[src/rtl/oam_sprite_unit.sv]
// PPU sprite memory: primary OAM fed by DMA and $2003/$2004,
// plus per-scanline sprite evaluation into secondary OAM.
module oam_sprite_unit #(
    parameter int MAX_SPRITES = 8,
    parameter int NUM_SPRITES = 64
) (
    input  logic       CLK,
    input  logic       RESET_n,
    input  logic       DMA_write,
    input  logic [7:0] DMA_address,
    input  logic [7:0] DMA_data,
    input  logic [2:0] CPU_ADDR,
    input  logic [7:0] CPU_DATA_IN,
    input  logic       CPU_wren,
    input  logic       CPU_rden,
    output logic [7:0] OAM_DATA_OUT,
    input  logic       EVAL_START,
    input  logic [7:0] EVAL_SCANLINE,
    input  logic       SPRITE_SIZE_16,
    output logic       EVAL_BUSY,
    output logic       EVAL_DONE,
    output logic [3:0] SPRITE_COUNT,
    output logic       SPRITE_OVERFLOW,
    output logic       SPRITE0_IN_LINE,
    input  logic [4:0] SEC_OAM_ADDR,
    output logic [7:0] SEC_OAM_DATA
);

    localparam int NW   = $clog2(NUM_SPRITES);
    localparam int LAST = NUM_SPRITES - 1;

    typedef enum logic [2:0] {
        S_IDLE,
        S_CLEAR,
        S_SCAN,
        S_COPY,
        S_DONE
    } state_t;

    logic [7:0]    oam_q [0:255];
    logic [7:0]    sec_q [0:31];
    logic [7:0]    oamaddr_q;
    logic [7:0]    rdata_q;

    state_t        state_q;
    logic [NW-1:0] n_q;
    logic [1:0]    k_q;
    logic [4:0]    clr_q;
    logic [3:0]    cnt_q;
    logic          ovf_q;
    logic          s0_q;
    logic          busy_q;
    logic          done_q;
    logic [7:0]    line_q;
    logic          tall_q;

    logic          cpu_addr_wr;
    logic          cpu_data_wr;
    logic          cpu_data_rd;
    logic          oam_we;
    logic [7:0]    oam_wa;
    logic [7:0]    oam_wd;

    logic [7:0]    y_addr;
    logic [7:0]    cp_addr;
    logic [7:0]    y_byte;
    logic [8:0]    diff;
    logic          in_range;
    logic          has_room;
    logic          last_spr;
    logic [4:0]    sec_base;
    logic [4:0]    sec_cp;

    // Single OAM write port: a DMA byte always beats a CPU $2004 write.
    always_comb begin
        cpu_addr_wr = CPU_wren && (CPU_ADDR == 3'd3);
        cpu_data_wr = CPU_wren && (CPU_ADDR == 3'd4);
        cpu_data_rd = CPU_rden && (CPU_ADDR == 3'd4);
        oam_we      = DMA_write || cpu_data_wr;
        oam_wa      = DMA_write ? oamaddr_q + DMA_address : oamaddr_q;
        oam_wd      = DMA_write ? DMA_data : CPU_DATA_IN;
    end

    // Primary OAM storage; contents survive reset.
    always_ff @(posedge CLK) begin
        if (oam_we) oam_q[oam_wa] <= oam_wd;
    end

    // OAMADDR pointer and registered $2004 read data.
    always_ff @(posedge CLK or negedge RESET_n) begin
        if (!RESET_n) begin
            oamaddr_q <= 8'h00;
            rdata_q   <= 8'h00;
        end else begin
            if (cpu_addr_wr)
                oamaddr_q <= CPU_DATA_IN;
            else if (cpu_data_wr && !DMA_write)
                oamaddr_q <= oamaddr_q + 8'd1;
            if (cpu_data_rd)
                rdata_q <= oam_q[oamaddr_q];
        end
    end

    // Range test for the sprite under the scan pointer.
    always_comb begin
        y_addr   = 8'({n_q, 2'b00});
        cp_addr  = 8'({n_q, k_q});
        y_byte   = oam_q[y_addr];
        diff     = {1'b0, line_q} - {1'b0, y_byte};
        in_range = !diff[8] && (diff < (tall_q ? 9'd16 : 9'd8));
        has_room = cnt_q < 4'(MAX_SPRITES);
        last_spr = n_q == NW'(LAST);
        sec_base = 5'({cnt_q[2:0], 2'b00});
        sec_cp   = 5'({cnt_q[2:0], k_q});
    end

    // Evaluation FSM; the scan cycle that hits writes the Y byte,
    // COPY then moves the remaining three bytes of that sprite.
    always_ff @(posedge CLK or negedge RESET_n) begin
        if (!RESET_n) begin
            state_q <= S_IDLE;
            n_q     <= '0;
            k_q     <= 2'd0;
            clr_q   <= 5'd0;
            cnt_q   <= 4'd0;
            ovf_q   <= 1'b0;
            s0_q    <= 1'b0;
            busy_q  <= 1'b0;
            done_q  <= 1'b0;
            line_q  <= 8'h00;
            tall_q  <= 1'b0;
            for (int i = 0; i < 32; i++) sec_q[i] <= 8'hFF;
        end else begin
            unique case (state_q)
                S_IDLE: begin
                    if (EVAL_START) begin
                        line_q  <= EVAL_SCANLINE;
                        tall_q  <= SPRITE_SIZE_16;
                        cnt_q   <= 4'd0;
                        ovf_q   <= 1'b0;
                        s0_q    <= 1'b0;
                        clr_q   <= 5'd0;
                        n_q     <= '0;
                        busy_q  <= 1'b1;
                        state_q <= S_CLEAR;
                    end
                end
                S_CLEAR: begin
                    sec_q[clr_q] <= 8'hFF;
                    if (clr_q == 5'd31) state_q <= S_SCAN;
                    else clr_q <= clr_q + 5'd1;
                end
                S_SCAN: begin
                    if (in_range && has_room) begin
                        sec_q[sec_base] <= y_byte;
                        k_q     <= 2'd1;
                        state_q <= S_COPY;
                    end else begin
                        if (in_range) ovf_q <= 1'b1;
                        if (last_spr) begin
                            done_q  <= 1'b1;
                            state_q <= S_DONE;
                        end else begin
                            n_q <= n_q + NW'(1);
                        end
                    end
                end
                S_COPY: begin
                    sec_q[sec_cp] <= oam_q[cp_addr];
                    if (k_q == 2'd3) begin
                        cnt_q <= cnt_q + 4'd1;
                        if (n_q == '0) s0_q <= 1'b1;
                        if (last_spr) begin
                            done_q  <= 1'b1;
                            state_q <= S_DONE;
                        end else begin
                            n_q     <= n_q + NW'(1);
                            state_q <= S_SCAN;
                        end
                    end else begin
                        k_q <= k_q + 2'd1;
                    end
                end
                S_DONE: begin
                    done_q  <= 1'b0;
                    busy_q  <= 1'b0;
                    state_q <= S_IDLE;
                end
                default: state_q <= S_IDLE;
            endcase
        end
    end

    assign OAM_DATA_OUT    = rdata_q;
    assign EVAL_BUSY       = busy_q;
    assign EVAL_DONE       = done_q;
    assign SPRITE_COUNT    = cnt_q;
    assign SPRITE_OVERFLOW = ovf_q;
    assign SPRITE0_IN_LINE = s0_q;
    assign SEC_OAM_DATA    = sec_q[SEC_OAM_ADDR];

endmodule

[config.mk]
export PLATFORM = sky130hd
export DESIGN_NAME = oam_sprite_unit
export DESIGN_NICKNAME = d
export VERILOG_FILES = /design/src/rtl/oam_sprite_unit.sv
export SDC_FILE = /design/constraint.sdc
export NUM_CORES = 2
export LEC_CHECK = 0
export BUFFER_PORTS_ARGS = -buffer_cell sky130_fd_sc_hd__buf_2
export CORE_ASPECT_RATIO = 0.6
export CORE_MARGIN = 2
export CORE_UTILIZATION = 65
export CTS_BUF_LIST = sky130_fd_sc_hd__clkbuf_2 sky130_fd_sc_hd__clkbuf_4 sky130_fd_sc_hd__clkbuf_8
export CTS_CLUSTER_DIAMETER = 120
export DETAILED_ROUTE_END_ITERATION = 16
export PLACE_DENSITY_LB_ADDON = 0.2
export SLEW_MARGIN = 20
export SYNTH_ARGS = -nofsm -noshare
export SYNTH_HDL_FRONTEND = slang
export SYNTH_SLANG_ARGS = --single-unit
[constraint.sdc]
create_clock -name CLK -period 7.53 [get_ports CLK]
set_clock_uncertainty 0.05 [all_clocks]
set_input_delay 1.1295 -clock CLK [delete_from_list [all_inputs] [get_ports CLK]]
set_output_delay 1.1295 -clock CLK [all_outputs]
set_load 0.02 [all_outputs]
==> results_dict.tcl <==
set metrics [dict create \
    status "completed" \
    ys_seq_area_share_pct 59.70 \
    grt_first_pass_wirelength_um 538100 \
    cts_root_buffer "clkbuf_8" \
    gp_congestion 0.9840 \
    yosysMostFrequentCell "edfxtp_1" \
    setup_viol_count_final 0 \
    reg2reg_depth 18 \
    nNetsFinal 6275 \
    final-hold-violation-count 0 \
    drive_gt1_share_pct 43.50 \
    leakagePower_uw 0.03971 \
    die_area_um2 182500 \
    synth_warnings 0 \
    clkTransAtPathRegs_ns 0.07 \
    vias_per_cell 8.292 \
    floorplan.die.height_um 331.7 \
    slew_violations 0 \
    synthXorXnorAreaFrac_pct 0.1205 \
    fp-row-count 120 \
    syn_to_final_growth_pct 9.280 \
    post_cts_buffers 0 \
    crit_required_ns 8.39 \
    vias 73450 \
    wirelength_um 384000 \
    synth-adder-area-share_pct 0.3291 \
    cts_resized 0 \
    synth_common_cells "2,048 x edfxtp_1, 1,538 x mux4_2, 311 x nor2_1" \
    worstSetupStartpointType "flop" \
    drtAntennaViolNets 0 \
    io_buffers 70 \
    dpl.cell_count 8228 \
    grt_pass1_vias 70550 \
    synth.area.mux_share_pct 30.55 \
    wl_met3_um 82550 \
    syn_nets 6099 \
    drt-initial-drc-count 15540 \
    ys_async_sr_fraction_pct 12.96 \
    grt_max_degree 197 \
    initial_core_util_pct 65.33 \
    period_share_pct 92.65 \
    cts_tree "yes" \
    drt-wirelength-per-cell_um 43.35 \
    fin_crit_ns 6.976 \
    crit_start "n_q[1]$_DFFE_PN0P_" \
    worstPathArrival_ns 7.84 \
    max_cap_violations 0 \
    synth_compound_area_share_pct 4.424 \
    clock_latency_ns 1.02 \
    wl_met2_um 157000 \
    worst_ir_drop_vdd_v 0.0002133 \
    cts_inserted_buffers 346 \
    max-slew-margin-rel_pct 4.095 \
    synth-simple-area-share_pct 2.759 \
    yosys.area.top_type "edfxtp_1" \
    r2r_end "sec_q[158]$_DFFE_PN1P_" \
    wl_met1_um 128000 \
    synth_top_family_by_area "multiplexers" \
    grt_antenna_before_repair 32 \
    totalPowerFinal_uw 30410 \
    cts_htree_levels 5 \
    coreArea_um2 178100 \
    clock_sinks 2353 \
    synth_cells 6022 \
    p_per_area_nw_per_um2 239.2 \
    dp_hpwl_um 250200 \
    layout.cells.non_filler 8858 \
    synth_edf_count 2048 \
    yosysUniqueCellTypes 72 \
    regToRegStartpoint "n_q[1]$_DFFE_PN0P_" \
    cp_max_fo 62 \
    fp.dieW_um 550.2 \
    fmaxAchievable_ghz 0.1433 \
    synth.area.top_cells "edfxtp_1 53%, mux4_2 30%, dfstp_2 5.8%" \
    fin_setup_tns_ns 0 \
    hold_buffers 0 \
    synth_seq_cells 2353 \
    cts.path.max_buffers 4 \
    worst_slew_pin_slew_ns 1.435 \
    maxUsedRoutingLayer "met5" \
    rrSetupSlack_ns 0.55 \
    hold_path.class "in -> reg" \
    postSynthAreaPerCell_um2 19.32 \
    fill_cells 10560 \
    drcViolationCount 0 \
    rsz0062_at_grt "no" \
    io_pins 71 \
    synth_area_um2 116300 \
    first_pass_iters 8 \
    grt-ovfl-total 0 \
    cp-end-kind "flop" \
    path_class "reg -> reg" \
    critPathCapture "sec_q[158]$_DFFE_PN1P_" \
    yosysTopAreaCellShare_pct 52.86 \
    grt_use_total_pct 42.54 \
    synth_ff_type "edfxtp_1" \
]
flip-flops by register name, indices dropped and copies added, names as in the netlist:
| signal | cells |
|---|---|
| sec_q | 256 |
| line_q | 8 |
| k_q | 2 |
| oamaddr_q | 8 |
| SPRITE_COUNT | 4 |
| tall_q | 1 |
| OAM_DATA_OUT | 8 |
| clr_q | 5 |
| SPRITE_OVERFLOW | 1 |
| oam_q | 2048 |
| EVAL_DONE | 1 |
| state_q | 3 |
| SPRITE0_IN_LINE | 1 |
| EVAL_BUSY | 1 |
| n_q | 6 |
per-stage QoR:
| step | hold slack [ns] | util [%] | area, um^2 | worst slack [ns] |
|---|---|---|---|---|
| after floorplan | 0.4229 | - | 116300 | 1.961 |
| after global placement | 0.4313 | 67.43 | 120100 | 0.7534 |
| after detailed placement | 0.4374 | 67.44 | 120100 | 0.9051 |
| after CTS | 0.3175 | 71.32 | 127000 | 0.8633 |
| after global routing | 0.3510 | 71.37 | 127100 | 0.4597 |
| final | 0.3500 | 71.39 | 127100 | 0.5538 |
where the power goes:
part	internal, uW	switching (uW)	leakage (uW)
logic	2100	2960	0.0144
registers	14400	186	0.0216
clock network	5600	5160	0.00365
routing by layer:
| layer | GRT usage, % | up-vias |
|---|---|---|
| li1 | - | 26540 |
| met1 | 60.81 | 37780 |
| met2 | 55.10 | 7984 |
| met3 | 24.20 | 1107 |
| met4 | 14.50 | 36 |
| met5 | 1.230 | - |
cells by family after synthesis:
logic type,after synthesis
buf+inv,566
fa+ha+maj,30
mux,1623
flops,2353
xor+xnor,16
compound gates,720
simple gates,714
worst max-delay path, cell delays in order, from the launching register on:
cell     delay (ns)
dfrtp_4        0.72
buf_12         0.40
buf_4          0.25
mux4_2         0.46
mux4_2         0.63
a22oi_1        0.82
nand3_1        0.37
inv_1          0.25
ha_1           0.20
nor2_1         0.05
nor2_1         0.07
o21ai_0        0.09
nor2_1         0.14
o21a_1         0.14
nand3_1        0.11
or3_1          0.79
o21ai_4        0.33
buf_4          0.62
a22o_1         0.27
worst min-delay path by stage:
| stage | depth (start not counted) | endpoint | slack [ns] | start |
|---|---|---|---|---|
| detailed placement | 2 | sec_q[11]$_DFFE_PN1P_ | 0.44 | sec_q[11]$_DFFE_PN1P_ |
| finish | 3 | oamaddr_q[3]$_DFFE_PN0P_ | 0.35 | CPU_DATA_IN[3] |
| global route | 2 | line_q[5]$_DFFE_PN0P_ | 0.35 | EVAL_SCANLINE[5] |
| CTS | 3 | oamaddr_q[3]$_DFFE_PN0P_ | 0.32 | CPU_DATA_IN[3] |
| floorplan | 2 | sec_q[10]$_DFFE_PN1P_ | 0.42 | sec_q[10]$_DFFE_PN1P_ |
| global placement | 2 | sec_q[9]$_DFFE_PN1P_ | 0.43 | sec_q[9]$_DFFE_PN1P_ |
placed cells by master, fill, tap and decap left out, types with 26 or more instances in the layout:
cell type / netlist / final
mux2i_1: 46 / 46
nand2_1: 221 / 219
clkbuf_4: 0 / 102
buf_4: 16 / 281
a32o_1: 56 / 56
nor2_1: 311 / 287
ha_1: 29 / 29
clkbuf_8: 0 / 370
edfxtp_1: 2048 / 2048
mux4_2: 1538 / 1538
o21ai_0: 135 / 135
dfrtp_1: 49 / 37
buf_2: 124 / 68
clkinv_2: 0 / 33
dfstp_2: 256 / 256
nand3_1: 26 / 26
o211ai_1: 62 / 62
clkinv_1: 0 / 73
a22o_1: 124 / 124
a22oi_1: 75 / 75
a21oi_1: 130 / 130
o221ai_1: 69 / 69
mux2_2: 39 / 31
area by class of cell:
class	instances	area (um^2)	area share, %
antenna	22	55.05	0.04330
clock buffer	472	5858	4.608
clock inverter	135	1051	0.8267
inverter	21	86.33	0.06791
multi-input combinational	3103	44680	35.15
sequential	2353	69490	54.66
tap	2379	2977	2.341
timing repair buffer	373	2933	2.307
(Power assumes the default switching activity.)
